--- src/rtl/tlvds_ddr_tx_ctrl.sv ---
// tlvds_ddr_tx_ctrl: sequencer feeding an ODDR (Q0 -> TLVDS_OBUF).
// Takes WIDTH-bit words on a valid/ready stream and presents them two bits
// per clk on d0/d1, LSB pair first. The idle pair is held through the ODDR
// warm-up and between frames.
// Optional feature: define LVDS_TX_PARITY_EN to append an even-parity beat
// (d0 = ^word, d1 = ~d0) to every frame.
module tlvds_ddr_tx_ctrl #(
  parameter int   WIDTH   = 8,
  parameter int   WARMUP  = 4,
  parameter logic IDLE_D0 = 1'b0,
  parameter logic IDLE_D1 = 1'b0
) (
  input  logic             clk,
  input  logic             rst,
  input  logic             s_valid,
  input  logic [WIDTH-1:0] s_data,
  output logic             s_ready,
  output logic             d0,
  output logic             d1,
  output logic             busy,
  output logic             frame_done
);

  localparam int NB = WIDTH / 2;
`ifdef LVDS_TX_PARITY_EN
  localparam int NBT = NB + 1;
`else
  localparam int NBT = NB;
`endif
  localparam int BC_W = $clog2(NB + 1);
  localparam int WC_W = (WARMUP > 1) ? $clog2(WARMUP) : 1;
  localparam logic [WC_W-1:0] WARM_LAST = (WARMUP > 0) ? WC_W'(WARMUP - 1) : '0;
  localparam logic [BC_W-1:0] LAST_BEAT = BC_W'(NBT - 1);

  typedef enum logic [1:0] {WARM, IDLE, SHIFT} state_t;

  state_t           state_q, state_nx;
  logic [WC_W-1:0]  warm_q, warm_nx;
  logic [BC_W-1:0]  beat_q, beat_nx, beat_inc;
  logic [WIDTH-1:0] shreg_q, shreg_nx;
  logic             ready_nx, d0_nx, d1_nx, busy_nx, done_nx;
  logic             load;
`ifdef LVDS_TX_PARITY_EN
  logic             par_q, par_nx;
`endif

  // State, counters and all registered outputs; reset aborts any frame.
  always_ff @(posedge clk or posedge rst) begin
    if (rst) begin
      state_q    <= WARM;
      warm_q     <= '0;
      beat_q     <= '0;
      shreg_q    <= '0;
      s_ready    <= 1'b0;
      d0         <= IDLE_D0;
      d1         <= IDLE_D1;
      busy       <= 1'b0;
      frame_done <= 1'b0;
`ifdef LVDS_TX_PARITY_EN
      par_q      <= 1'b0;
`endif
    end else begin
      state_q    <= state_nx;
      warm_q     <= warm_nx;
      beat_q     <= beat_nx;
      shreg_q    <= shreg_nx;
      s_ready    <= ready_nx;
      d0         <= d0_nx;
      d1         <= d1_nx;
      busy       <= busy_nx;
      frame_done <= done_nx;
`ifdef LVDS_TX_PARITY_EN
      par_q      <= par_nx;
`endif
    end
  end

  // Next state and next output values. Outputs are computed one cycle ahead
  // so that the beat shown after an edge is registered, not combinational.
  always_comb begin
    state_nx = state_q;
    warm_nx  = warm_q;
    beat_nx  = beat_q;
    shreg_nx = shreg_q;
    ready_nx = 1'b0;
    d0_nx    = IDLE_D0;
    d1_nx    = IDLE_D1;
    busy_nx  = 1'b0;
    done_nx  = 1'b0;
    load     = 1'b0;
    beat_inc = beat_q + BC_W'(1);
`ifdef LVDS_TX_PARITY_EN
    par_nx   = par_q;
`endif
    case (state_q)
      WARM: begin
        if (WARMUP == 0 || warm_q == WARM_LAST) begin
          state_nx = IDLE;
          ready_nx = 1'b1;
        end else begin
          warm_nx = warm_q + WC_W'(1);
        end
      end
      IDLE: begin
        if (s_valid && s_ready) load = 1'b1;
        else                    ready_nx = 1'b1;
      end
      SHIFT: begin
        if (beat_q == LAST_BEAT) begin
          if (s_valid && s_ready) begin
            load = 1'b1;
          end else begin
            state_nx = IDLE;
            ready_nx = 1'b1;
          end
        end else begin
          beat_nx  = beat_inc;
          busy_nx  = 1'b1;
          ready_nx = (beat_inc == LAST_BEAT);
          done_nx  = (beat_inc == LAST_BEAT);
`ifdef LVDS_TX_PARITY_EN
          if (beat_inc == BC_W'(NB)) begin
            d0_nx = par_q;
            d1_nx = ~par_q;
          end else
`endif
          begin
            d0_nx    = shreg_q[0];
            d1_nx    = shreg_q[1];
            shreg_nx = shreg_q >> 2;
          end
        end
      end
      default: state_nx = WARM;
    endcase

    // Accept: beat 0 goes straight to the output registers, the rest waits.
    if (load) begin
      state_nx = SHIFT;
      beat_nx  = '0;
      shreg_nx = s_data >> 2;
      d0_nx    = s_data[0];
      d1_nx    = s_data[1];
      busy_nx  = 1'b1;
      ready_nx = (NBT == 1);
      done_nx  = (NBT == 1);
`ifdef LVDS_TX_PARITY_EN
      par_nx   = ^s_data;
`endif
    end
  end

endmodule
--- config.mk ---
export PLATFORM = sky130hd
export DESIGN_NAME = tlvds_ddr_tx_ctrl
export DESIGN_NICKNAME = d
export VERILOG_FILES = /design/src/rtl/tlvds_ddr_tx_ctrl.sv
export SDC_FILE = /design/constraint.sdc
export NUM_CORES = 1
export LEC_CHECK = 0
export BUFFER_PORTS_ARGS = -buffer_cell sky130_fd_sc_hd__buf_2
export CORE_MARGIN = 1.5
export CORE_UTILIZATION = 54
export DETAILED_ROUTE_END_ITERATION = 8
export PLACE_DENSITY = 0.77
export SLEW_MARGIN = 25
export SYNTH_ARGS = -nofsm -noshare
export SYNTH_HDL_FRONTEND = slang
export SYNTH_SLANG_ARGS = --single-unit
--- constraint.sdc ---
create_clock -name clk -period 2.08 [get_ports clk]
set_clock_uncertainty 0.05 [all_clocks]
set_input_delay 0 -clock clk [delete_from_list [all_inputs] [get_ports clk]]
set_output_delay 0 -clock clk [all_outputs]
set_load 0.02 [all_outputs]
Word level (Yosys, flattened, before mapping):

Cells that the tools add are included.

* register bits: 20
* bits of input ports: 11
* output and inout bits: 5
* word-level logic and storage cells: 59

* $add $sub $neg: 2
* equality and inequality tests: 10
* mux-type cells: 31
* bitwise gates (word level): 1
* reductions and logical operators: 6

Operators by type and width (number)
* $mux 8: 3
* $mux 1: 18
* $mux 3: 3
* $ne 3x3->1 const B: 3
* $mux 2: 4
* $eq 3x2->1 const B: 2
* $pmux 2 s3: 1
* $eq 2x2->1 const B: 2
* $ne 2x2->1 const B: 2
* $reduce_and 2->1: 2
* $reduce_and 4->1: 1
* $add 3x1->3 const B: 1
* $pmux 1 s3: 1
* $add 2x1->2 const B: 1
* $eq 2x1->1 const B: 1
* $logic_not 2->1: 1
* $pmux 1 s2: 1
* $reduce_bool 2->1: 1
* $logic_and 1x1->1: 1
* $not 1->1: 1

Longest topological paths before layout:

Gate-level depths: netlist (run 1).

* depth after elaboration: 6
* gate-level depth with buffers: 7
* mapped depth without buffers: 5

Least setup slack after synthesis (run 1):

No wires, ideal clock.

* path kind: flip-flop to flip-flop
* start: register beat_q[0]
* end: register shreg_q[0]
* arrival time: 1617 ps
* required time: 1905 ps
* slack: 288 ps
* cell stages (with the launch flop): 7
* buffers on the path: 1
* period minus slack after synthesis: 1792 ps
* path through: dfrtp_1 -> ha_1 -> ha_1 -> nand2b_1 -> buf_6 -> mux2_4 -> mux2_2

* word-level cells in the longest chain between the ends: 5
* elaborated cells between the ends (all ways): 7

RTL lines
* from (decl): RTL line 39 `logic [BC_W-1:0] beat_q, beat_nx, beat_inc;`
* from (signal assigned): RTL line 65 `beat_q <= beat_nx;`
* $eq 3x2->1 *: RTL line 109 `if (beat_q == LAST_BEAT) begin`
* $mux 1: RTL line 109
* $pmux 1 s2: RTL line 95 `case (state_q)`
* $ne 2x2->1 (no line) or $reduce_bool 2->1 (tied branches)
* $reduce_and 2->1 (no line)
* to (signal assigned): RTL line 66 `shreg_q <= shreg_nx;`
* to (decl): RTL line 40 `logic [WIDTH-1:0] shreg_q, shreg_nx;`

Every way passes the cells marked *; elsewhere a longest branch is shown, timed or not.
A chain may end at the register's enable or synchronous reset.

Worst setup path in the final report (run 1):

* start: register beat_q[0]
* end: register shreg_q[3]

The elaborated chain is that of the path after synthesis.

==> impl_results.md, run 1 <==
- Total vias in the final route: 626
- First-pass GRT wire length: 2590 um
- Comb pwr share: 0.444
- Yosys top cell area share: 0.468
- Seq. cell area: 450 um^2
- Post-CTS Resized: 0
- Synthesis Warnings: 0
- DIE AREA: 2050 um^2
- Leading area contributor after synthesis: dfrtp_1
- F_max: 0.522 GHz
- Clock share of power: 0.153
- DRT Pass-1 Iters: 4
- Total congestion overflow: 0
- Clk_lat worst skew: 0.29 ns
- Synth Register Bits: 18
- Filler instances: 122
- Average vias per placed instance: 4.71
- Crit end category: flip-flop
- First DRT Iteration DRCs: 7
- Count of antenna diodes in the layout: 0
- Worst-Margin Slew: 0.675 ns
- Number of global-route vias before repair: 595
- Hold WC Path Type: primary input to asynchronous set/reset pin
- Most common cell after layout, fill and taps aside: dfrtp_1
- Root Driver: clkbuf_4
- Final Setup Violations: 0
- Final net count: 128
- Drt drc: 0
- Core area: 1710 um^2
- Total CTS buffers: 3
- Slew HR: 0.550
- Unrepaired setup endpoints after global routing: no
- Final Critical Period: 1.92 ns
- Final Hold Viols: 0
- Sequential Power Share: 0.403
- Area after DPL: 1030 um^2
- Clk buf depth: 2
- Most frequent cells in the layout: dfrtp_1 (18), buf_2 (15), dlygate4sd3_1 (10), nand2_1 (9), inv_1 (9)
- Worst Path Buf+Inv: 0
- Synth top area cells: dfrtp_1 (47%), ha_1 (10%), mux2_2 (8.2%)
- Post-route cell area: 1170 um^2
- Crit path cell chain: ha_1 > ha_1 > nor2b_4 > mux2_2 > mux2_2
- GP Congestion: 0.694
- Startpoint types: flip-flop
- Antenna violations before repair: 0
- Antenna-violating nets left: 0
- Total GRT Usage: 0.182
- Critical path type: flip-flop to flip-flop
- Power Internal: 0.000935 W
- Worst Path Max Fanout: 8
- CTS tree: yes
- Final period util: 0.922
- Setup_tns: 0 ns
- Total wire length: 1590 um
- Core Util, Final: 0.684
- Critical path's slowest cell: dfrtp_1
- Slowest stage delay, CP: 0.42 ns
- Clock Pin Slew Worst Setup and Hold Paths: 0.10 ns
- Final Max Tran Viols: 0
- Critical path's top delay family: multiplexers
- Cell area power density: 1220 nW/um^2
- Number of max-cap violations: 0
- Sink Count: 18
- Synth unique cells: 20
- Largest net degree at the start of global routing: 19
- Worst path required time: 2.22 ns
- CP arrival: 2.05 ns
- Rows: 15
- Status: finished clean
- Syn_nets: 101
- Sequential share of the synthesized area: 0.468
- Hold-fix buffer count after cts: 10
- Synthesized area per cell: 11.7 um^2
- Pre-CTS setup slack: 0.229 ns
- Post-CTS Setup Bufs: 0
- Layout cells sized above 1: 0.296
- Switching power: 0.000491 W
- Htree depth: 1
- Sw Ratio: 0.344
- Synthesis-to-finish area growth: 21.3%
- Multi-input logic area: 434 um^2
- Hpwl dp: 1050 um
- DIE WIDTH: 45.2 um
- Final setup margin: 0.163 ns
- Chip height: 45.2 um
- Cells after Synth: 82
- Leakage power: 0.595 nW
- Synthesized cell area: 963 um^2
- VDD IR max: 0.769 mV
- Port-buffer cells: 15
- Number of I/O pins: 16
- Initial Util: 0.564
- Routed wire length per instance: 12.0 um
## per-layer routing
layer,up-vias,wire length [um],GRT usage
li1,321,-,-
met1,291,738,0.235
met2,9,788,0.291
met3,5,38,0.0480
met4,0,27,0.0706
met5,-,0,0
## worst register-to-register path, stage by stage, from the launching register on
cell	delay [ns]
dfrtp_1	0.42
ha_1	0.21
ha_1	0.24
nor2b_4	0.24
mux2_2	0.38
mux2_2	0.27
## metrics by stage
step	cells	power, W	hold slack, ns
floorplan	82	0.00109	-0.111
global placement	119	0.00116	0.0738
detailed placement	119	0.00119	0.0758
CTS	133	0.00143	0.306
global route	133	0.00153	0.375
finish	133	0.00143	0.305
## power groups by stage
stage | clock network (W) | registers (W) | logic, W
after floorplan | 0 | 0.000594 | 0.000493
after global placement | 0 | 0.000578 | 0.000583
after detailed placement | 0 | 0.000585 | 0.000608
after CTS | 0.000222 | 0.000577 | 0.000633
after global routing | 0.000233 | 0.000597 | 0.000700
final | 0.000217 | 0.000574 | 0.000633
## cells by family (layout without fill, tap and decap cells)
group	count (synthesis)	count (layout)	synth area share
AND/OR/NAND/NOR	22	22	0.126
flip-flops	18	18	0.468
multiplexers	13	13	0.155
buffers and inverters	13	39	0.0818
adder cells (fa/ha/maj)	8	8	0.104
AO/OA/AOI/OAI	6	6	0.0480
XOR/XNOR	2	2	0.0182
## final cells by class
| class | count | area share |
|---|---|---|
| Sequential cell | 18 | 0.385 |
| Multi-Input combinational cell | 51 | 0.372 |
| Timing Repair Buffer | 26 | 0.156 |
| Clock buffer | 4 | 0.0310 |
| Inverter | 9 | 0.0289 |
| Tap cell | 25 | 0.0268 |
## sequential cells by signal, indices dropped and copies added, names as in the netlist
signal,count
busy,1
d1,1
s_ready,1
state_q,2
d0,1
shreg_q,6
warm_q,2
beat_q,3
frame_done,1
## worst paths after layout
path	startpoint	end	slack, ns	cells after the start
max	beat_q[0]	shreg_q[3]	0.16	5
min	rst	beat_q[0]	0.30	3
max reg2reg	beat_q[0]	shreg_q[3]	0.16	5
min reg2reg	warm_q[0]	warm_q[0]	0.45	1
max in group asynchronous	rst	shreg_q[1]	1.24	3
min in group clk	s_data[4]	shreg_q[2]	0.43	3
## cell usage after synthesis
master and instances:
xnor2_1 2, mux2_4 2, nor3_1 1, nor2_1 2, nor2b_4 1, a21oi_1 2, mux2_2 7, nand2b_1 5
a21o_1 2, ha_1 8, inv_1 9, nand2_1 9, nand3_1 2, dfrtp_1 18, mux2i_1 4, and4_4 1
a311oi_1 1, a211oi_2 1, buf_6 4, nand4b_1 1
(Power assumes the default switching activity.)
==> inputs of run 2 (changes only) <==
--- a/config.mk
+++ b/config.mk
@@ -5,11 +5,12 @@
 export SDC_FILE = /design/constraint.sdc
 export NUM_CORES = 1
 export LEC_CHECK = 0
+export ABC_AREA = 1
 export BUFFER_PORTS_ARGS = -buffer_cell sky130_fd_sc_hd__buf_2
 export CORE_MARGIN = 1.5
-export CORE_UTILIZATION = 54
+export CORE_UTILIZATION = 53
 export DETAILED_ROUTE_END_ITERATION = 8
-export PLACE_DENSITY = 0.77
+export PLACE_DENSITY = 0.76
 export SLEW_MARGIN = 25
 export SYNTH_ARGS = -nofsm -noshare
 export SYNTH_HDL_FRONTEND = slang
==> run 2 against run 1 <==
  * Hold slack worse by 0.26 ns
  * Combinational power shrank 4.1%
  * First-iteration DRC count rose to 3.4 times the previous value
  * Clock power is 4% lower
  * Highest routed layer is now met3
  * Global-route usage increased by 1.3 points
  * Setup slack improved by 0.18 ns
  * Register-to-register slack better by 0.18 ns
  * Non-clock buffer count shrank 1
  * Synthesized area is 2.7% lower
  * Routed wire length grew 9.9%
  * Die area down 0.84%
  * Sequential power is 2% lower
==> impl_results.md, run 2 <==
- Met3 usage: 0.0360 (-0.0120)
- Final Critical Period: 1.74 ns (-0.176 ns)
- Synth async-reset ratio: 1.00 (unchanged)
- Post-CTS Resized: 0 (unchanged)
- Worst Path Max Fanout: 20 (+12)
- VDD IR max: 0.817 mV (+6.2%)
- Most numerous cell in the Yosys netlist: nand3_1
- F_max: 0.574 GHz (+10%)
- Most flops, register: shreg_q
- Final Setup Violations: 0 (unchanged)
- Filler instances: 124 (+1.6%)
- Hold WC Path Type: primary input to flip-flop
- Count of antenna diodes in the layout: 0 (unchanged)
- Number of max-cap violations: 0 (unchanged)
- Number of global-route vias before repair: 670 (+13%)
- Crit end category: flip-flop
- Cells after Synth: 101 (+23%)
- Post-route cell area: 1140 um^2 (-2.1%)
- Synth unique cells: 21 (+5.0%)
- Most common cell after layout, fill and taps aside: nand3_1
- Antenna violations before repair: 0 (unchanged)
- Largest register FFs: 6 (unchanged)
- Synthesized area per cell: 9.28 um^2 (-21%)
- Syn_nets: 120 (+19%)
- GP Congestion: 0.779 (+12%)
- Post-synth EDFFs: 0 (unchanged)
- Final net count: 147 (+15%)
- First DRT Iteration DRCs: 24 (+17)
- Largest net degree at the start of global routing: 21 (+2)
- Chip height: 45.1 um (-0.42%)
- Met1 Resource Use GR: 0.285 (+0.0495)
- Final Hold Viols: 0 (unchanged)
- Ys flop type: dfrtp_1
- Leakage power: 0.599 nW (+0.68%)
- Worst-Margin Slew: 0.661 ns (-0.0139 ns)
- Hold-fix buffer count after cts: 9 (-1)
- Met2 usage: 0.289 (-0.00286)
- Average vias per placed instance: 5.26 (+12%)
- Total CTS buffers: 3 (unchanged)
- Sequential share of the synthesized area: 0.481 (+0.0131)
- Final period util: 0.837 (-0.0845)
- Synth Register Bits: 18 (unchanged)
- Clock Pin Slew Worst Setup and Hold Paths: 0.10 ns (about the same)
- Final Max Tran Viols: 0 (unchanged)
- Worst path required time: 2.21 ns (about the same)
- Port-buffer cells: 15 (unchanged)
- Most frequent cells in the layout: nand3_1 (22), dfrtp_1 (18), buf_2 (15), inv_1 (12), nand2_1 (11)
- Synthesis Warnings: 0 (unchanged)
- R2R setup slack: 0.34 ns (+0.18 ns)
- Total vias in the final route: 758 (+21%)
- Setup_tns: 0 ns (unchanged)
- Rows: 15 (unchanged)
- Synthesis-to-finish area growth: 22.0%
- Clk buf depth: 2 (unchanged)
- Initial Util: 0.555 (-0.00929)
- Post-CTS Setup Bufs: 0 (unchanged)
- Synthesized cell area: 937 um^2 (-2.7%)
- Regs by FF count: shreg_q: 6 flops, beat_q: 3 flops
- Startpoint types: flip-flop
- Yosys top cell area share: 0.481 (+0.0131)
- Core area: 1690 um^2 (-1.1%)
- Layout cells sized above 1: 0.228 (-0.0679)
- Global route hottest layer: met2
- Root Driver: clkbuf_4
- Total congestion overflow: 0 (unchanged)
- Unrepaired setup endpoints after global routing: no
- Hpwl dp: 1240 um (+18%)
- List of most frequent post-synthesis cells: nand3_1 (22), dfrtp_1 (18), inv_1 (12)
- Total wire length: 1750 um (+9.9%)
- Htree depth: 1 (unchanged)
- Critical path type: flip-flop to flip-flop
- Clk_lat worst skew: 0.28 ns (about the same)
- First-pass GRT wire length: 2890 um (+11%)
- DIE AREA: 2030 um^2 (-0.84%)
- Number of I/O pins: 16 (unchanged)
- Area after DPL: 1020 um^2 (-1.5%)
- Status: finished clean
- Total GRT Usage: 0.195 (+0.0129)
- Drt drc: 0 (unchanged)
- DIE WIDTH: 45.1 um (-0.42%)
- CP arrival: 1.87 ns (-0.18 ns)
- Cell area power density: 1210 nW/um^2 (-1.0%)
- CTS tree: yes
- Sink Count: 18 (unchanged)
- Routed wire length per instance: 12.2 um (+1.5%)
- DRT Pass-1 Iters: 4 (unchanged)
- Antenna-violating nets left: 0 (unchanged)
- Synth top area cells: dfrtp_1 (48%), nand3_1 (12%), ha_1 (11%)
- Slew HR: 0.559 (+0.00926)
- Leading area contributor after synthesis: dfrtp_1
==> run 2: worst max-delay path, cell delays in order (launching register included) <==
cell and delay [ns]:
dfrtp_1 0.41, inv_1 0.08, ha_1 0.28, inv_1 0.06, nor2_4 0.19, nand2_2 0.28, o21ai_1 0.23, nand2_1 0.06
==> run 2: path summary, 6_finish.rpt <==
kind	start	cells after the start	endpoint
min in group asynchronous	rst	3	shreg_q[5]
max	state_q[0]	7	shreg_q[2]
max in group asynchronous	rst	3	shreg_q[2]
min reg2reg	warm_q[0]	1	warm_q[0]
max reg2reg	state_q[0]	7	shreg_q[2]
min	s_valid	4	s_ready
==> run 2: area by class of cell <==
| type | count | area [um^2] | area share |
|---|---|---|---|
| clock buffers | 4 | 36.3 | 0.0317 |
| inverters | 13 | 48.8 | 0.0427 |
| multi-input cells | 67 | 414 | 0.362 |
| flip-flops and latches | 18 | 450 | 0.394 |
| well taps | 17 | 21.3 | 0.0186 |
| repair buffers | 25 | 173 | 0.151 |
==> run 2: where the power goes <==
| part | internal, W | leakage, nW | switching [W] | total, W |
|---|---|---|---|---|
| sequential | 0.000483 | 0.232 | 0.0000800 | 0.000563 |
| combinational | 0.000242 | 0.346 | 0.000365 | 0.000607 |
| clock | 0.000106 | 0.0210 | 0.000103 | 0.000209 |
==> run 2: cells by family after synthesis <==
logic type / synth area share
multiplexers: 0.0120
adder cells (fa/ha/maj): 0.107
buffers and inverters: 0.0774
XOR/XNOR: 0.00935
flip-flops: 0.481
AO/OA/AOI/OAI: 0.0788
AND/OR/NAND/NOR: 0.235
==> run 2: per-layer routing <==
layer	up-vias	wire length, um
li1	391	-
met1	348	851
met2	19	832
met3	0	67
met4	0	0
met5	-	0
==> run 2: through the flow <==
stage	power [W]	cells	hold slack (ns)	setup WS [ns]	utilization
2_1_floorplan	0.00103	101	-0.111	0.628	-
3_3_place_gp	0.00113	131	0.0669	0.440	0.602
3_5_place_dp	0.00116	131	0.0719	0.372	0.602
4_1_cts	0.00139	144	0.0389	0.355	0.677
5_1_grt	0.00150	144	0.0717	0.228	0.677
6_report	0.00138	144	0.0403	0.339	0.677
==> inputs of run 3 (changes only) <==
--- a/config.mk
+++ b/config.mk
@@ -5,12 +5,12 @@
 export SDC_FILE = /design/constraint.sdc
 export NUM_CORES = 1
 export LEC_CHECK = 0
-export ABC_AREA = 1
+export ABC_AREA = 0
 export BUFFER_PORTS_ARGS = -buffer_cell sky130_fd_sc_hd__buf_2
 export CORE_MARGIN = 1.5
-export CORE_UTILIZATION = 53
+export CORE_UTILIZATION = 54
 export DETAILED_ROUTE_END_ITERATION = 8
-export PLACE_DENSITY = 0.76
+export PLACE_DENSITY = 0.77
 export SLEW_MARGIN = 25
 export SYNTH_ARGS = -nofsm -noshare
 export SYNTH_HDL_FRONTEND = slang
==> constraint.sdc (replaced) <==
create_clock -name clk -period 1.7 [get_ports clk]
set_clock_uncertainty 0.05 [all_clocks]
set_input_delay 0 -clock clk [delete_from_list [all_inputs] [get_ports clk]]
set_output_delay 0 -clock clk [all_outputs]
set_load 0.02 [all_outputs]
==> run 3 against run 2 <==
  * Critical endpoint is now shreg_q[3]
  * Setup slack lost 0.33 ns
  * Via count shrank 5.1%
  * Combinational power up 63%
==> impl_results.md, run 3 (synthesis results as in run 1) <==
- CTS tree: yes
- Clk_lat worst skew: 0.29 ns (about the same)
- Final Critical Period: 1.69 ns (-0.0539 ns)
- Crit end category: flip-flop
- Sink Count: 18 (unchanged)
- Final setup margin: 0.0125 ns (-0.326 ns)
- Initial Util: 0.564 (+0.00929)
- DIE WIDTH: 45.2 um (+0.42%)
- DIE AREA: 2050 um^2 (+0.85%)
- VDD IR max: 1.06 mV (+29%)
- Regs by FF count: shreg_q: 6 flops, beat_q: 3 flops
- Critical path's slowest cell: dfrtp_1
- Most frequent cells in the layout: dfrtp_1 (17), buf_2 (15), buf_4 (11), dlygate4sd3_1 (10), nand2_1 (9)
- Cell area power density: 1510 nW/um^2 (+25%)
- Largest net degree at the start of global routing: 19 (-9.5%)
- Hold WC Path Type: primary input to asynchronous set/reset pin
- GP Congestion: 0.782 (+0.31%)
- Unrepaired setup endpoints after global routing: yes
- Pre-CTS setup slack: -0.0152 ns (-0.388 ns)
- Largest register FFs: 6 (unchanged)
- Chip height: 45.2 um (+0.42%)
- Slew HR: 0.562 (+0.00354)
- Leakage power: 0.656 nW (+9.5%)
- F_max: 0.593 GHz (+3.2%)
- Crit path cell chain: ha_2 > ha_4 > nor2b_4 > mux2_4 > mux2_2
- Startpoint types: flip-flop
- Root Driver: clkbuf_4
- Number of global-route vias before repair: 719 (+7.3%)
- Critical path type: flip-flop to flip-flop
- Total congestion overflow: 0 (unchanged)
- Synthesis-to-finish area growth: 35.7%
- Filler instances: 103 (-17%)
- Final Max Tran Viols: 0 (unchanged)
- Layout cells sized above 1: 0.429 (+0.200)
- Post-route cell area: 1310 um^2 (+14%)
- First-pass GRT wire length: 2920 um (+0.93%)
- Htree depth: 1 (unchanged)
- Tightest hold margin: 0.291 ns (+0.251 ns)
- Total CTS buffers: 3 (unchanged)
- Final period util: 0.993 (+0.155)
- Most common cell after layout, fill and taps aside: dfrtp_1
- Area after DPL: 1120 um^2 (+10%)
- Worst Path Max Fanout: 4 (-80%)
- DRT Pass-1 Iters: 4 (unchanged)
- Count of antenna diodes in the layout: 0 (unchanged)
- Worst path required time: 1.84 ns (-0.37 ns)
- Rows: 15 (unchanged)
- Number of I/O pins: 16 (unchanged)
- Core area: 1710 um^2 (+1.1%)
- Total GRT Usage: 0.204 (+0.00902)
- Status: finished clean
- CP arrival: 1.83 ns (-0.04 ns)
- Most flops, register: shreg_q
- First DRT Iteration DRCs: 8 (-67%)
- Antenna violations before repair: 0 (unchanged)
- Clk buf depth: 2 (unchanged)
- Routed wire length per instance: 13.4 um (+10%)
- Slowest stage delay, CP: 0.41 ns (about the same)
- Final net count: 139 (-5.4%)
- Port-buffer cells: 15 (unchanged)
- Worst-Margin Slew: 0.656 ns (-0.00530 ns)
- Clock Pin Slew Worst Setup and Hold Paths: 0.10 ns (about the same)
- Average vias per placed instance: 4.99 (-5.1%)
- Antenna-violating nets left: 0 (unchanged)
- Final Setup Violations: 0 (unchanged)
- Number of max-cap violations: 0 (unchanged)
- Final Hold Viols: 0 (unchanged)
- Hpwl dp: 1250 um (+1.1%)
- Total power: 0.00197 W (+43%)
- Total vias in the final route: 719 (-5.1%)
- Drt drc: 0 (unchanged)
- Total wire length: 1930 um (+10%)
==> run 3: worst paths after layout <==
check / from / end / slack (ns) / cells past startpoint
min in group clk: s_data[7] / shreg_q[5] / 0.43 / 4
worst max register to register: beat_q[0] / shreg_q[3] / 0.01 / 5
worst min register to register: warm_q[0] / warm_q[0] / 0.44 / 1
worst max-delay path: beat_q[0] / shreg_q[3] / 0.01 / 5
worst min-delay path: rst / d1 / 0.29 / 3
max in group asynchronous: rst / state_q[1] / 0.85 / 3
==> run 3: cell type report <==
class | count | area [um^2] | share of cell area
Multi-Input combinational cell | 52 | 497 | 0.380
Sequential cell | 18 | 452 | 0.345
Timing Repair Buffer | 36 | 258 | 0.197
Clock buffer | 4 | 36.3 | 0.0278
Inverter | 9 | 33.8 | 0.0258
Tap cell | 25 | 31.3 | 0.0239
==> run 3: routing by layer <==
layer  wire, um  up-vias  part of all wire  global-route usage
met1        842      349              0.44               0.232
li1           -      349                 -                   -
met2        994       17              0.52               0.351
met3         50        4             0.026              0.0400
met5          0        -                 0                   0
met4         41        0             0.021               0.118
==> run 3: what timing repair did <==
item | 4_1_cts | 5_1_grt
hold buffers | 10 | 0
cloned | 0 | 1
buffers inserted | 0 | 3
pin swaps | 1 | 4
endpoints found under the setup margin | 5 | 6
endpoints found under the hold margin | 27 | 0
gates resized for setup | 2 | 5
==> run 3: worst max-delay path, delay by kind of cell (launching register included) <==
family                     cells  cell delay, ns
DFF                            1            0.41
muxes                          2            0.58
adders and majority gates      2            0.37
and+or+nand+nor                1            0.17
==> run 3: per-stage QoR <==
stage / util / instances / setup TNS [ns]
global placement: 0.656 / 126 / 0
CTS: 0.737 / 140 / 0
floorplan: - / 82 / 0
global route: 0.766 / 144 / -0.0666
detailed placement: 0.656 / 126 / -0.0422
finish: 0.766 / 144 / 0
==> run 3: report_power, final <==
group,switching [W],leakage [nW],internal [W]
clock,0.000130,0.0210,0.000131
sequential,0.000122,0.228,0.000604
combinational,0.000429,0.407,0.000558
